<file path="config.mk">
export PLATFORM = sky130hd
export DESIGN_NAME = rcn_master_queue
export DESIGN_NICKNAME = d
export VERILOG_FILES = /design/src/rtl/rcn_pkg.sv /design/src/rtl/rcn_sync_fifo.sv /design/src/rtl/rcn_master_queue.sv
export SDC_FILE = /design/constraint.sdc
export NUM_CORES = 1
export LEC_CHECK = 0
export ABC_AREA = 1
export CORE_AREA = 4 4 125 246
export CTS_CLUSTER_SIZE = 20
export DETAILED_ROUTE_END_ITERATION = 12
export DIE_AREA = 0 0 129 250
export PLACE_DENSITY = 0.86
export SLEW_MARGIN = 25
export SYNTH_ARGS = -nofsm -noshare
export SYNTH_HDL_FRONTEND = slang
export SYNTH_HIERARCHICAL = 1
export SYNTH_SLANG_ARGS = --single-unit
</file>
<file path="constraint.sdc">
create_clock -name clk -period 5.1 [get_ports clk]
set_clock_uncertainty 0.2 [all_clocks]
set_input_delay 0.765 -clock clk [delete_from_list [all_inputs] [get_ports clk]]
set_output_delay 0.765 -clock clk [all_outputs]
set_load 0.02 [all_outputs]
</file>
<file path="src/rtl/rcn_pkg.sv">
// rcn_pkg
// Shared definitions for the rcn bus client front end: field widths of the
// master interface and the request bundle that travels through the request
// FIFO.
package rcn_pkg;

   localparam int RCN_ADDR_W = 22;
   localparam int RCN_DATA_W = 32;
   localparam int RCN_MASK_W = 4;
   localparam int RCN_SEQ_W  = 2;

   // Number of distinct sequence tags, and therefore reorder-buffer slots.
   localparam int RCN_NUM_TAGS = 1 << RCN_SEQ_W;

   // One queued client request: {wr, mask, addr, wdata} = 59 bits.
   typedef struct packed {
      logic                  wr;
      logic [RCN_MASK_W-1:0] mask;
      logic [RCN_ADDR_W-1:0] addr;
      logic [RCN_DATA_W-1:0] wdata;
   } rcn_req_t;

   localparam int RCN_REQ_W = $bits(rcn_req_t);

endpackage

</file>
<file path="src/rtl/rcn_sync_fifo.sv">
// rcn_sync_fifo
// Generic single-clock FIFO with registered full/empty flags and a
// show-ahead head (pop_data is valid whenever empty=0).
//
// Ports:
//   clk, rst          clock, asynchronous active-high reset
//   push, push_data   write request and data
//   pop               remove the head entry (ignored when empty)
//   pop_data          current head entry
//   full, empty       occupancy flags, derived only from registered pointers
module rcn_sync_fifo #(
   parameter int WIDTH = 8,
   parameter int DEPTH = 4   // power of two, >= 2
) (
   input  logic             clk,
   input  logic             rst,
   input  logic             push,
   input  logic [WIDTH-1:0] push_data,
   input  logic             pop,
   output logic [WIDTH-1:0] pop_data,
   output logic             full,
   output logic             empty
);

   localparam int AW = $clog2(DEPTH);

   // Pointers carry one extra wrap bit so full and empty are distinguishable.
   logic [AW:0]      wr_ptr;
   logic [AW:0]      rd_ptr;
   logic [WIDTH-1:0] mem [DEPTH];

   logic do_push;
   logic do_pop;

   assign empty    = (wr_ptr == rd_ptr);
   assign full     = (wr_ptr[AW] != rd_ptr[AW]) && (wr_ptr[AW-1:0] == rd_ptr[AW-1:0]);
   assign do_pop   = pop && !empty;
   // A push while full is legal only when the head leaves in the same cycle.
   assign do_push  = push && (!full || do_pop);
   assign pop_data = mem[rd_ptr[AW-1:0]];

   // NOTE: storage has no reset; the pointers alone define which entries are
   // valid, so clearing the array would only add reset fan-out.
   always_ff @(posedge clk) begin
      if (do_push) begin
         mem[wr_ptr[AW-1:0]] <= push_data;
      end
   end

   always_ff @(posedge clk or posedge rst) begin
      if (rst) begin
         wr_ptr <= '0;
         rd_ptr <= '0;
      end else begin
         if (do_push) wr_ptr <= wr_ptr + 1'b1;
         if (do_pop)  rd_ptr <= rd_ptr + 1'b1;
      end
   end

endmodule

</file>
<file path="src/rtl/rcn_master_queue.sv">
// rcn_master_queue
// Client-side front end for the rcn bus master. Requests are buffered in a
// FIFO and presented to the master with a 2-bit sequence tag; responses come
// back in any order, are parked in a 4-slot reorder buffer indexed by tag,
// and are handed to the client strictly in issue order.
//
// Ports:
//   clk, rst                          clock, asynchronous active-high reset
//   req_valid/req_ready               client request handshake
//   req_wr/mask/addr/wdata            client request fields
//   cs, seq, wr, mask, addr, wdata    request presented to the master
//   busy                              master stalls the presented request
//   rdone, wdone, rsp_seq, rsp_data   responses from the master
//   cpl_valid/cpl_ready               in-order completion handshake
//   cpl_wr, cpl_data                  completion kind and read data (0 for writes)
//   outstanding                       issued but not yet retired transactions
//   err_stray                         sticky: response for a non-pending tag
module rcn_master_queue
   import rcn_pkg::*;
#(
   parameter int DEPTH   = 4,  // request FIFO entries, power of two >= 2
   parameter int MAX_OUT = 4   // outstanding transaction limit, 1..4
) (
   input  logic                  clk,
   input  logic                  rst,
   input  logic                  req_valid,
   output logic                  req_ready,
   input  logic                  req_wr,
   input  logic [RCN_MASK_W-1:0] req_mask,
   input  logic [RCN_ADDR_W-1:0] req_addr,
   input  logic [RCN_DATA_W-1:0] req_wdata,
   output logic                  cs,
   output logic [RCN_SEQ_W-1:0]  seq,
   input  logic                  busy,
   output logic                  wr,
   output logic [RCN_MASK_W-1:0] mask,
   output logic [RCN_ADDR_W-1:0] addr,
   output logic [RCN_DATA_W-1:0] wdata,
   input  logic                  rdone,
   input  logic                  wdone,
   input  logic [RCN_SEQ_W-1:0]  rsp_seq,
   input  logic [RCN_DATA_W-1:0] rsp_data,
   output logic                  cpl_valid,
   input  logic                  cpl_ready,
   output logic                  cpl_wr,
   output logic [RCN_DATA_W-1:0] cpl_data,
   output logic [2:0]            outstanding,
   output logic                  err_stray
);

   // ---------------------------------------------------------------- FIFO
   rcn_req_t push_req;
   rcn_req_t head;
   logic     fifo_full;
   logic     fifo_empty;
   logic     xfer;

   assign push_req = '{wr: req_wr, mask: req_mask, addr: req_addr, wdata: req_wdata};

   // Ready comes from registered state only; no ready-through when full.
   assign req_ready = !fifo_full;

   rcn_sync_fifo #(
      .WIDTH (RCN_REQ_W),
      .DEPTH (DEPTH)
   ) u_fifo (
      .clk       (clk),
      .rst       (rst),
      .push      (req_valid && req_ready),
      .push_data (push_req),
      .pop       (xfer),
      .pop_data  (head),
      .full      (fifo_full),
      .empty     (fifo_empty)
   );

   // ----------------------------------------------------------- ROB state
   logic [RCN_NUM_TAGS-1:0] slot_pending;
   logic [RCN_NUM_TAGS-1:0] slot_done;
   logic [RCN_NUM_TAGS-1:0] slot_wr;
   logic [RCN_DATA_W-1:0]   slot_data [RCN_NUM_TAGS];
   logic [RCN_SEQ_W-1:0]    issue_seq;
   logic [RCN_SEQ_W-1:0]    ret_seq;
   logic [2:0]              outstanding_q;
   logic                    err_q;

   // ---------------------------------------------------------------- issue
   // The pending check keeps a tag from being reused before it retires; a
   // slot freed this cycle only becomes issuable next cycle because
   // slot_pending is registered.
   assign cs    = !fifo_empty && (outstanding_q < 3'(MAX_OUT)) && !slot_pending[issue_seq];
   assign xfer  = cs && !busy;
   assign seq   = issue_seq;
   assign wr    = head.wr;
   assign mask  = head.mask;
   assign addr  = head.addr;
   assign wdata = head.wdata;

   // ------------------------------------------------------------- response
   // A response that hits the slot being retired is impossible for a legal
   // master (that slot is already done), so response and retire never
   // collide on the same slot. Simultaneous rdone+wdone is handled as a
   // read but still flagged.
   logic rsp_valid;
   logic rsp_ok;
   logic rsp_bad;

   assign rsp_valid = rdone || wdone;
   assign rsp_ok    = rsp_valid && slot_pending[rsp_seq] && !slot_done[rsp_seq];
   assign rsp_bad   = rsp_valid && (!rsp_ok || (rdone && wdone));

   // --------------------------------------------------------------- retire
   logic retire;

   assign cpl_valid = slot_done[ret_seq];
   assign cpl_wr    = cpl_valid && slot_wr[ret_seq];
   // Gate the data so stale slot contents never leak onto an idle bus.
   assign cpl_data  = cpl_valid ? slot_data[ret_seq] : '0;
   assign retire    = cpl_valid && cpl_ready;

   assign outstanding = outstanding_q;
   assign err_stray   = err_q;

   always_ff @(posedge clk or posedge rst) begin
      if (rst) begin
         slot_pending  <= '0;
         slot_done     <= '0;
         slot_wr       <= '0;
         issue_seq     <= '0;
         ret_seq       <= '0;
         outstanding_q <= '0;
         err_q         <= 1'b0;
      end else begin
         if (retire) begin
            slot_pending[ret_seq] <= 1'b0;
            slot_done[ret_seq]    <= 1'b0;
            ret_seq               <= ret_seq + 1'b1;
         end
         if (xfer) begin
            slot_pending[issue_seq] <= 1'b1;
            slot_wr[issue_seq]      <= head.wr;
            issue_seq               <= issue_seq + 1'b1;
         end
         if (rsp_ok) begin
            slot_done[rsp_seq] <= 1'b1;
         end
         if (rsp_bad) begin
            err_q <= 1'b1;
         end
         case ({xfer, retire})
            2'b10:   outstanding_q <= outstanding_q + 3'd1;
            2'b01:   outstanding_q <= outstanding_q - 3'd1;
            default: outstanding_q <= outstanding_q;
         endcase
      end
   end

   // Read data is only observed while the slot is done, so it needs no reset.
   always_ff @(posedge clk) begin
      if (rsp_ok) begin
         slot_data[rsp_seq] <= rdone ? rsp_data : '0;
      end
   end

endmodule

</file>
==> results of run 1 <==
==> power by group through the flow <==
stage	Sequential, mW	Combinational, mW	Clock [mW]
2_1_floorplan	4.42	2.95	0
3_3_place_gp	4.50	4.54	0
3_5_place_dp	4.53	4.66	0
4_1_cts	4.47	4.71	2.48
5_1_grt	4.53	5.09	2.61
6_report	4.47	4.67	2.45
==> how the worst min path moves through the flow <==
stage	from	end	slack (ns)
floorplan	slot_wr[1]	slot_wr[1]	0.24
global placement	slot_wr[1]	slot_wr[1]	0.25
detailed placement	slot_wr[2]	slot_wr[2]	0.26
CTS	rst	u_fifo/rd_ptr[2]	0.24
global route	rst	u_fifo/wr_ptr[2]	0.26
finish	rst	u_fifo/wr_ptr[0]	0.25
==> final cells by class <==
type,instances,share of cell area (%)
well taps,360,2.38
flip-flops and latches,390,61.3
repair buffers,217,11.3
clock inverters,13,0.940
clock buffers,43,4.61
multi-input cells,670,17.5
inverters,99,2.00
==> layer usage <==
layer	GRT usage, %	part of all wire, %	routed length, um	up-vias
met3	4.52	7.5	2590	54
met4	5.62	2.3	791	2
met5	0	0.038	13	-
met1	23.9	34	11700	4851
met2	39.4	56	19300	439
li1	-	-	-	4693
==> flip-flops by register name, summed over array words and instances, names as in the netlist, 3 cells and up <==
signal,cells
u_fifo/mem,236
u_fifo/rd_ptr,3
slot_pending,4
slot_wr,4
outstanding,3
slot_done,4
u_fifo/wr_ptr,3
slot_data,128
==> critical path: cells and delay by family, from the launching register on <==
kind            cells  cell delay [ns]
compound gates      2             0.54
buf+inv             2             1.25
flops               1             0.84
==> cells by family after synthesis <==
logic type / count (synthesis) / synth area share, %
compound gates: 283 / 9.81
buf+inv: 166 / 4.93
fa+ha+maj: 15 / 1.25
mux: 1 / 0.0720
simple gates: 365 / 9.37
flops: 390 / 74.1
xor+xnor: 6 / 0.504
==> cells in the final DEF (no fill, tap or decap), drive strengths merged <==
cell type	count
xor2	3
clkdlybuf4s50	200
xnor2	3
nand2	140
nand3	20
o22ai	92
bufinv	4
nor2	199
fa	1
a22oi	1
mux2	1
nand4	5
clkbuf	43
a21oi	3
dfrtp	26
or2	1
ha	14
inv	98
buf	17
edfxtp	364
clkinv	10
o21ai	187
==> metrics by stage <==
stage,power (mW),hold WS [ns]
2_1_floorplan,7.37,0.237
3_3_place_gp,9.03,0.253
3_5_place_dp,9.19,0.258
4_1_cts,11.7,0.235
5_1_grt,12.2,0.262
6_report,11.6,0.251
==> results.cfg, run 1 <==
[routing]
drc = 0
vias = 10000
wl_per_cell_um = 19.2
routed_wl_mm = 34.4
drtIter0Drc = 726
first_pass_iters = 5
postRouteAntennaNets = 0
post_drt_via_cell_ratio = 5.60

[global_route]
grt_pass1_vias = 10200
grt_max_degree = 72
antenna_found_initial = 1
track_usage_pct = 21.1
grt_overflow = 0
grt_pass1_wl_mm = 53.8

[cts]
cts_sinks = 390
cts_resized = 0
cts_setup_buffers = 0
cts_root_buf = clkbuf_16
holdBufCountCts = 0
cts_tree = yes
h-tree-depth = 1
numCtsBuffers = 30
clkLatencyLatePin_ns = 0.57
ctsLongestPathBuffers = 3
clk_pin_slew_worst_paths_ns = 0.07

[synth]
synth_nets = 1341
yosys-top-cells-area = edfxtp_1 70%, o21ai_0 5.4%, nor2_1 4.7%
netlist_instances = 1226
synth_top_area_share_pct = 69.9
yosys.area.top_type = edfxtp_1
ys_seq_elements = 390
yosysMostFrequentCell = edfxtp_1
ys_top_cells_by_count = 364 x edfxtp_1, 197 x nor2_1, 168 x o21ai_0
syn_area_per_cell_sq_um = 12.8
yosysSeqAreaShare_pct = 74.1
yosysWarnings = 6
synth_edf_count = 364
async_flop_share_pct = 6.67
synth_area_sq_um = 15600
synth_ff_type = edfxtp_1
yosysUniqueCellTypes = 34

[sta]
hold_viol = 0
setup_violations = 0
period_minus_slack_ns = 4.19
maxSlewHeadroom_pct = 41.3
setup_ws_ns = 0.906
tightest_slew_ns = 0.880
max_freq_mhz = 238
slew_viol_final = 0
tns_ns = 0
finalCritPeriodShare_pct = 82.2
rsz0062_at_grt = no

[layout]
layout.cells.non_filler = 1792
n_fill_cell = 1965
diodes = 0
multiInputGateArea_sq_um = 3310
final_cell_area_sq_um = 18900
final_nets = 1523
synthToLayoutAreaGrowth_pct = 20.9
drive_gt1_share_pct = 6.42
fin_util_pct = 65.5
seqCellArea_sq_um = 11600

[place]
post_dp_cell_area_sq_um = 17900
dp_hpwl_mm = 21.4
pre_cts_slack_ns = 1.36
port_buffers = 200
placed_cells = 1736
gp_congestion = 0.803

[pwr]
switching_power_mw = 4.29
p_clk_share_pct = 21.1
seqPwrFrac_pct = 38.6
combPwrFrac_pct = 40.3
sw_frac_of_total_pct = 37.0
intPower_mw = 7.30
p_leak_nw = 7.00
ir_worst_vdd_mv = 0.482
powerDensity_nw_per_um2 = 613

[setup_path]
worst_setup_path_end_kind = primary output
crit_fanout = 62
critPathLaunchType = flop
r2r_end = u_fifo/mem[1][55]
worstRegToRegCells = 13
crit_chain = buf_4 -> o21ai_0 -> o22ai_1 -> clkdlybuf4s50_1
slowest_stage = dfrtp_4
startpoint = u_fifo/rd_ptr[0]
worst-setup-path-type = reg -> out
critPathMaxStageDelay_ns = 0.84
rrSetupSlack_ns = 1.35
timing.rr.start = u_fifo/rd_ptr[0]
cp-endpoint = wdata[25]
crit_arrival_ns = 3.23
worstPathRequired_ns = 4.14

[die]
die_w_um = 129
rows = 88
ios = 201
coreArea_sq_um = 28800
die-area_sq_um = 32300
die_height_um = 250
initial_core_util_pct = 54.2

[min_path]
hold_path_class = in -> async

[run_status]
outcome = complete, no violations

[job]
drv_cap = 0
Note: power is estimated with default switching activity, not from simulation.
==> inputs of run 2 (changes only) <==
- CORE_AREA: 4 4 125 246 -> 4 4 131 258
- DIE_AREA: 0 0 129 250 -> 0 0 135 262
- PLACE_DENSITY: 0.86 -> 0.83
- clock period: 5.1 -> 3.7 ns (I/O delays scaled with it)
==> run 2 against run 1 <==
  * Worst setup slack got worse by 0.73 ns
  * Sequential share of layout area fell by 0.35 points
  * Critical endpoint is now wdata[2]
  * Worst hold slack got worse by 0.16 ns
  * Total power rose by 37%
  * Register-to-register slack got worse by 0.81 ns
  * Non-clock buffer count rose by 6
==> results.cfg, run 2 (same netlist as run 1, synthesis figures left out) <==
[layout]
diodes = 0
largest_reg_flops = 236
synthToLayoutAreaGrowth_pct = 21.7
n_fill_cell = 2317
final_cell_area_sq_um = 19000
drive_gt1_share_pct = 6.68
multiInputGateArea_sq_um = 3320
layout_commonest_cell = edfxtp_1
seqCellArea_sq_um = 11600
final_nets = 1530
mostFrequentLayoutCells = 364 x edfxtp_1, 200 x clkdlybuf4s50_1, 193 x nor2_1, 168 x o21ai_0, 134 x nand2_1

[pwr]
p_leak_nw = 7.02
intPower_mw = 10.0
powerDensity_nw_per_um2 = 836
switching_power_mw = 5.87
combPwrFrac_pct = 41.6
sw_frac_of_total_pct = 36.9
p_total_mw = 15.9
ir_worst_vdd_mv = 0.811
p_clk_share_pct = 20.3
seqPwrFrac_pct = 38.2

[min_path]
hold_path_class = in -> async

[place]
gp_congestion = 0.881
post_dp_cell_area_sq_um = 18000
dp_hpwl_mm = 20.5
port_buffers = 200
pre_cts_slack_ns = 0.527

[setup_path]
worst-setup-path-type = reg -> out
worstPathRequired_ns = 2.94
critPathLaunchType = flop
worst_setup_path_end_kind = primary output
crit_fanout = 27
crit_arrival_ns = 2.77

[global_route]
grt_pass1_wl_mm = 51.8
use_met2_pct = 35.6
track_usage_pct = 18.5
use_met1_pct = 19.6
grtUsageMet3_pct = 3.77
antenna_found_initial = 0
grt_pass1_vias = 10300
grt.busiest_layer = met2
grt_overflow = 0
grt_max_degree = 121

[cts]
cts_sinks = 390
cts_root_buf = clkbuf_16
clk_pin_slew_worst_paths_ns = 0.06
clkLatencyLatePin_ns = 0.56
cts_tree = yes
h-tree-depth = 1
holdBufCountCts = 0
cts_setup_buffers = 0
ctsLongestPathBuffers = 3
numCtsBuffers = 31

[die]
die_height_um = 262
coreArea_sq_um = 31700
ios = 201
rows = 92
die-area_sq_um = 35400
die_w_um = 135
initial_core_util_pct = 49.4

[sta]
rsz0062_at_grt = no
whs_ns = 0.0954
hold_viol = 0
maxSlewHeadroom_pct = 41.5
period_minus_slack_ns = 3.53
tightest_slew_ns = 0.877
slew_viol_final = 0
setup_violations = 0
setup_ws_ns = 0.173
finalCritPeriodShare_pct = 95.3
max_freq_mhz = 284

[run_status]
outcome = complete, no violations

[routing]
vias = 9982
drtIter0Drc = 608
routed_wl_mm = 33.4
drc = 0
post_drt_via_cell_ratio = 5.37
postRouteAntennaNets = 0
wl_per_cell_um = 18.0
first_pass_iters = 6

[job]
drv_cap = 0
run 2: path summary, 6_finish.rpt:
kind | endpoint | start | slack (ns) | depth (start not counted)
worst max-delay path | wdata[2] | u_fifo/rd_ptr[0] | 0.17 | 5
worst min-delay path | u_fifo/wr_ptr[0] | rst | 0.1 | 2
worst min register to register | slot_wr[2] | slot_wr[2] | 0.27 | 2
min in group clk | slot_wr[2] | slot_wr[2] | 0.27 | 2
max in group asynchronous | ret_seq[0] | rst | 2.38 | 2
worst max register to register | u_fifo/mem[3][13] | u_fifo/rd_ptr[0] | 0.54 | 13
run 2: per-stage QoR:
stage,TNS [ns],utilization [%],instances
2_1_floorplan,-233.67,-,1226
3_3_place_gp,0,56.9,1805
3_5_place_dp,0,56.9,1805
4_1_cts,0,60.1,1860
5_1_grt,0,60.1,1860
6_report,0,60.1,1860
run 2: power groups by stage:
stage | sequential (mW) | combinational (mW) | clock (mW)
2_1_floorplan | 6.10 | 4.06 | 0
3_3_place_gp | 6.10 | 6.47 | 0
3_5_place_dp | 6.14 | 6.61 | 0
4_1_cts | 6.06 | 6.67 | 3.29
5_1_grt | 6.13 | 7.21 | 3.49
6_report | 6.07 | 6.61 | 3.22
run 2: cell type report:
class,instances,area share [%]
clock buffer,38,4.22
timing repair buffer,223,11.6
sequential,390,60.9
clock inverter,17,1.01
inverter,99,1.99
tap,423,2.78
multi-input combinational,670,17.5
run 2: metal layers:
metal / routed length (um) / share of wire [%]
met1: 11500 / 35
met3: 2440 / 7.3
met2: 18400 / 55
met4: 1060 / 3.2
met5: 0 / 0
run 2: worst max-delay path: stages (launching register included):
cell and delay [ns]:
dfrtp_4 0.53, clkinv_2 0.31, buf_4 0.31, nor2_1 0.06, o22ai_1 0.30, clkdlybuf4s50_1 0.67
run 2: repair_timing:
action                     in CTS  in global routing
gates resized for setup         2                  3
pin swaps                       0                  0
setup endpoints to repair       3                  2
==> inputs of run 3 (changes only) <==
- CORE_AREA: 4 4 131 258 -> 4 4 125 246
- DIE_AREA: 0 0 135 262 -> 0 0 129 250
- PLACE_DENSITY: 0.83 -> 0.86
- clock period: 3.7 -> 3.5 ns (I/O delays scaled with it)
==> run 3 against run 2 <==
  * Global-route usage rose by 2.8 points
  * Total power rose by 7.7%
  * Largest cell class unchanged
  * Final cell count fell by 3.1%
  * Combinational power rose by 9.4%
  * Largest power group unchanged
  * Register-to-register slack got worse by 0.26 ns
==> results.cfg, run 3 (same netlist as run 1, synthesis figures left out) <==
[place]
dp_hpwl_mm = 21.5
port_buffers = 200
gp_congestion = 0.786
placed_cells = 1744

[run_status]
outcome = complete, no violations

[routing]
post_drt_via_cell_ratio = 5.74
vias = 10300
routed_wl_mm = 35.4
wl_per_cell_um = 19.6
first_pass_iters = 5
postRouteAntennaNets = 0
drtIter0Drc = 756
drc = 0

[global_route]
track_usage_pct = 21.4
use_met1_pct = 23.4
antenna_found_initial = 0
grt_pass1_wl_mm = 54.6
grt_pass1_vias = 10800
use_met2_pct = 38.9
grtUsageMet3_pct = 4.78
grt.busiest_layer = met2
grt_overflow = 0
grt_max_degree = 115

[sta]
tightest_slew_ns = 0.915
maxSlewHeadroom_pct = 38.9
period_minus_slack_ns = 3.39
setup_violations = 0
finalCritPeriodShare_pct = 96.9
max_freq_mhz = 295
slew_viol_final = 0
rsz0062_at_grt = no
tns_ns = 0
hold_viol = 0

[setup_path]
worst_setup_path_end_kind = primary output
r2r_end = u_fifo/mem[1][14]
worstRegToRegCells = 13
critPathLaunchType = flop
crit_fanout = 62
rrSetupSlack_ns = 0.28
worst-setup-path-type = reg -> out
crit_arrival_ns = 2.66
worstPathRequired_ns = 2.77
startpoint = u_fifo/rd_ptr[0]
timing.rr.start = u_fifo/rd_ptr[0]
cp-endpoint = wdata[1]

[cts]
ctsLongestPathBuffers = 3
clk_pin_slew_worst_paths_ns = 0.07
cts_root_buf = clkbuf_16
cts_tree = yes
cts_sinks = 390
h-tree-depth = 1
cts_setup_buffers = 0
numCtsBuffers = 31
clkLatencyLatePin_ns = 0.59

[layout]
largest_reg_flops = 236
synthToLayoutAreaGrowth_pct = 22.3
mostFrequentLayoutCells = 364 x edfxtp_1, 197 x clkdlybuf4s50_1, 193 x nor2_1, 168 x o21ai_0, 134 x nand2_1
diodes = 0
final_nets = 1533
drive_gt1_share_pct = 7.55
fin_util_pct = 66.3
layout_commonest_cell = edfxtp_1
layout.cells.non_filler = 1803
n_fill_cell = 1997

[die]
die-area_sq_um = 32300
die_w_um = 129
initial_core_util_pct = 54.2
coreArea_sq_um = 28800
die_height_um = 250
rows = 88
ios = 201

[pwr]
powerDensity_nw_per_um2 = 896
p_leak_nw = 7.12
ir_worst_vdd_mv = 0.694

[job]
drv_cap = 0

[min_path]
hold_path_class = in -> async
[run 3: what timing repair did]
| action | 4_1_cts | 5_1_grt |
|---|---|---|
| gates resized for setup | 6 | 10 |
| gates cloned | 0 | 1 |
| endpoints found under the setup margin | 58 | 76 |
| hold buffers | 0 | 0 |
[run 3: critical path, cell delays in order, from the launching register on]
cell,delay (ns)
dfrtp_4,0.58
clkinv_2,0.18
buf_12,0.28
nor2_1,0.10
o22ai_1,0.27
clkdlybuf4s50_1,0.67
[run 3: where the power goes]
part,switching [mW],leakage (nW),internal (mW)
clock network,1.61,0.498,1.89
logic,4.48,2.97,2.75
registers,0.352,3.65,6.04
total,6.45,7.12,10.7
[run 3: cell type report]
cell class / count / area [sq um] / share of cell area, %
Inverter: 99 / 378 / 1.98
Sequential cell: 390 / 11600 / 60.6
Tap cell: 360 / 450 / 2.36
Multi-Input combinational cell: 670 / 3330 / 17.4
Timing Repair Buffer: 226 / 2350 / 12.3
Clock buffer: 35 / 801 / 4.19
Clock inverter: 23 / 225 / 1.18
[run 3: worst min-delay path by stage]
stage | to | from | slack (ns) | cells after the start
after global placement | slot_wr[2] | slot_wr[2] | 0.25 | 2
after global routing | u_fifo/rd_ptr[2] | rst | 0.05 | 2
final | u_fifo/rd_ptr[2] | rst | 0.04 | 2
after floorplan | u_fifo/rd_ptr[0] | rst | 0.12 | 1
after detailed placement | slot_wr[1] | slot_wr[1] | 0.26 | 2
after CTS | u_fifo/rd_ptr[2] | rst | 0.01 | 2
[run 3: per-layer routing]
metal	vias up	routed length [um]
li1	4718	-
met1	5044	12100
met2	486	19300
met3	95	2760
met4	0	1230
met5	-	0
[run 3: stage by stage]
step	hold slack (ns)	setup WS [ns]	power, mW	instance area [sq um]
after detailed placement	0.259	0.134	13.6	18000
after global routing	0.0521	0.00780	18.1	19100
after floorplan	0.116	-0.222	10.7	15600
after CTS	0.0107	0.0217	17.1	19100
after global placement	0.254	0.282	13.3	18000
final	0.0418	0.110	17.1	19100
==> variant (flow settings as in run 1) <==
The package constant `RCN_SEQ_W` goes from 2 to 1.
--- a/src/rtl/rcn_pkg.sv
+++ b/src/rtl/rcn_pkg.sv
@@ -7,7 +7,7 @@
    localparam int RCN_ADDR_W = 22;
    localparam int RCN_DATA_W = 32;
    localparam int RCN_MASK_W = 4;
-   localparam int RCN_SEQ_W  = 2;
+   localparam int RCN_SEQ_W  = 1;
 
    // Number of distinct sequence tags, and therefore reorder-buffer slots.
    localparam int RCN_NUM_TAGS = 1 << RCN_SEQ_W;
Ports: changed (resized rsp_seq and seq); port bits go from 201 to 199. No check against the original RTL was run, so the function may have changed too.
==> variant against run 1 <==
  * Sequential cell count shrank 72
  * Clock power decreased by 20%
  * Highest routed layer is now met4
  * Area after synthesis down 19%
  * Worst setup slack improved by 0.052 ns
  * Total power shrank 18%
  * Wire length is 22% lower
  * Sequential share of layout area shrank 1.5 points
  * Non-clock buffer count shrank 5
  * Final area down 16%
  * Sequential power shrank 16%
==> variant: results (changes against run 1) <==
STATUS='finished, final reports clean'
NUMBER_OF_FLOPS_MAPPED_TO_ENABLE_CELLS_BY_YOSYS=300  # -18%
CTS-ROOT-BUF='sky130_fd_sc_hd__clkbuf_16'
GR-USAGE-ALL-LAYERS=0.163  # -0.0477
FINALWEIGHTEDCONGESTION=0.858  # +6.7%
POST_DP_CELL_AREA_UM2=15000  # -16%
WL_MM=26.9  # -22%
WORSTPATHARRIVAL_NS=3.18  # -0.05 ns
FIN_NETS=1301  # -15%
NUMBER_OF_BUFFERS_CREATED_BY_CTS=25  # -17%
TIMING.RR.END='u_fifo/mem[3][28]'
PORT_BUFFERS=198  # -1.0%
CLOCK_INSERTION_DELAY_WORST_SKEW_NS=0.53  # -0.04 ns
P_LEAK_nW=5.99  # -14%
WIRE_LENGTH_OF_THE_FIRST_GLOBAL_ROUTING_PASS_MM=41.9  # -22%
PRECTSSETUPSLACK_NS=1.52  # +0.159 ns
WORST_R2R_STARTPOINT='u_fifo/rd_ptr[0]'
SYNTH_SEQ_AREA_SHARE=0.748  # +0.00771
DRT_ITER0_DRC=452  # -38%
STDCELL_AREA_UM2=15800  # -16%
MAXIMUM_NUMBER_OF_PINS_ON_ONE_NET_BEFORE_GLOBAL_ROUTE_REPAIR=120  # +67%
YS_ASYNC_SR_FRACTION=0.0566  # -0.0101
SLEW_AT_THE_PIN_CLOSEST_TO_ITS_MAX_SLEW_LIMIT_NS=0.908  # +0.0282 ns
YOSYS-TOP-CELLS-AREA='sky130_fd_sc_hd__edfxtp_1, sky130_fd_sc_hd__nand2_1, sky130_fd_sc_hd__o21ai_0'
IR_DROP_V=0.000427  # -11%
TIMING.HOLD.WS_NS=0.278  # +0.0268 ns
PLACE_INST=1528  # -12%
AVGROUTEDWIREPERCELL_UM=17.1  # -11%
MAPPEDNETLISTNETS=1114  # -17%
NETSWITCHINGFRACTION=0.363  # -0.00710
HOLDCRITPATHCLASS='register to register'
POST_CTS_BUFFERS=0  # unchanged
FILLER_CELL_COUNT=2270  # +16%
NETLIST_TOP_CELLS_COUNT='sky130_fd_sc_hd__edfxtp_1, sky130_fd_sc_hd__nand2_1, sky130_fd_sc_hd__nor2_1, sky130_fd_sc_hd__o21ai_0, sky130_fd_sc_hd__inv_1'
GRT_ANTENNA_BEFORE_REPAIR=1  # unchanged
DR_TOTAL_VIAS=8102  # -19%
FINAL_LAYOUT_SIZE_SUFFIX_GT1_FRAC=0.0601  # -0.00411
FINAL_MIN_PERIOD_OVER_CLOCK_PERIOD=0.812  # -0.0102
DP_HPWL_MM=17.8  # -17%
CLK_SLEW_ON_WORST_S_H_PATHS_NS=0.07  # about the same
MIN_FROM='slot_wr[0]'
NETLIST_INSTANCES=1008  # -18%
TIMING.CRITICAL_PATH.FANOUT_MAX=78  # +26%
GRT_PASS1_VIAS=8370  # -18%
SYNTH.DISTINCT_CELLS=32  # -5.9%
CRIT_START='u_fifo/rd_ptr[0]'
LARGEST_REGISTER_FFS=236  # unchanged
variant: area by class of cell:
cell class,count,share of cell area
diodes,1,0.000158
clock buffers,26,0.0398
clock inverters,20,0.0141
inverters,91,0.0217
multi-input cells,547,0.163
flip-flops and latches,318,0.598
well taps,360,0.0285
repair buffers,212,0.135
variant: how the worst max path moves through the flow:
stage,endpoint,cells after the start
floorplan,u_fifo/mem[0][0],13
detailed placement,addr[10],4
global placement,u_fifo/mem[3][38],13
global route,wdata[17],4
CTS,addr[10],4
finish,addr[10],4
variant: worst max-delay path, stage by stage, from the launching register on:
cell	delay, ns
sky130_fd_sc_hd__dfrtp_4	0.73
sky130_fd_sc_hd__buf_4	0.67
sky130_fd_sc_hd__o21ai_0	0.20
sky130_fd_sc_hd__o22ai_1	0.32
sky130_fd_sc_hd__clkdlybuf4s50_1	0.67
variant: metal layers:
metal,vias to the layer above,GRT usage,routed length (um)
li1,3861,-,-
met1,3882,0.167,9140
met2,311,0.316,15000
met3,48,0.0302,1830
met4,0,0.0637,878
met5,-,0,0
variant: power groups by stage:
stage | combinational (mW) | clock [mW] | sequential, mW
floorplan | 2.32 | 0 | 3.72
global placement | 3.77 | 0 | 3.76
detailed placement | 3.84 | 0 | 3.79
CTS | 3.87 | 2.02 | 3.74
global route | 4.16 | 2.12 | 3.79
finish | 3.81 | 1.96 | 3.74
variant: cell families (layout without fill, tap and decap cells):
| logic type | after synthesis | count (layout) | share of synthesized area |
|---|---|---|---|
| compound gates | 187 | 187 | 0.0810 |
| xor+xnor | 6 | 6 | 0.00564 |
| fa+ha+maj | 7 | 7 | 0.00752 |
| buf+inv | 143 | 349 | 0.0504 |
| flops | 318 | 318 | 0.748 |
| mux | 1 | 1 | 0.000891 |
| other cells | 0 | 1 | 0 |
| simple gates | 346 | 346 | 0.106 |
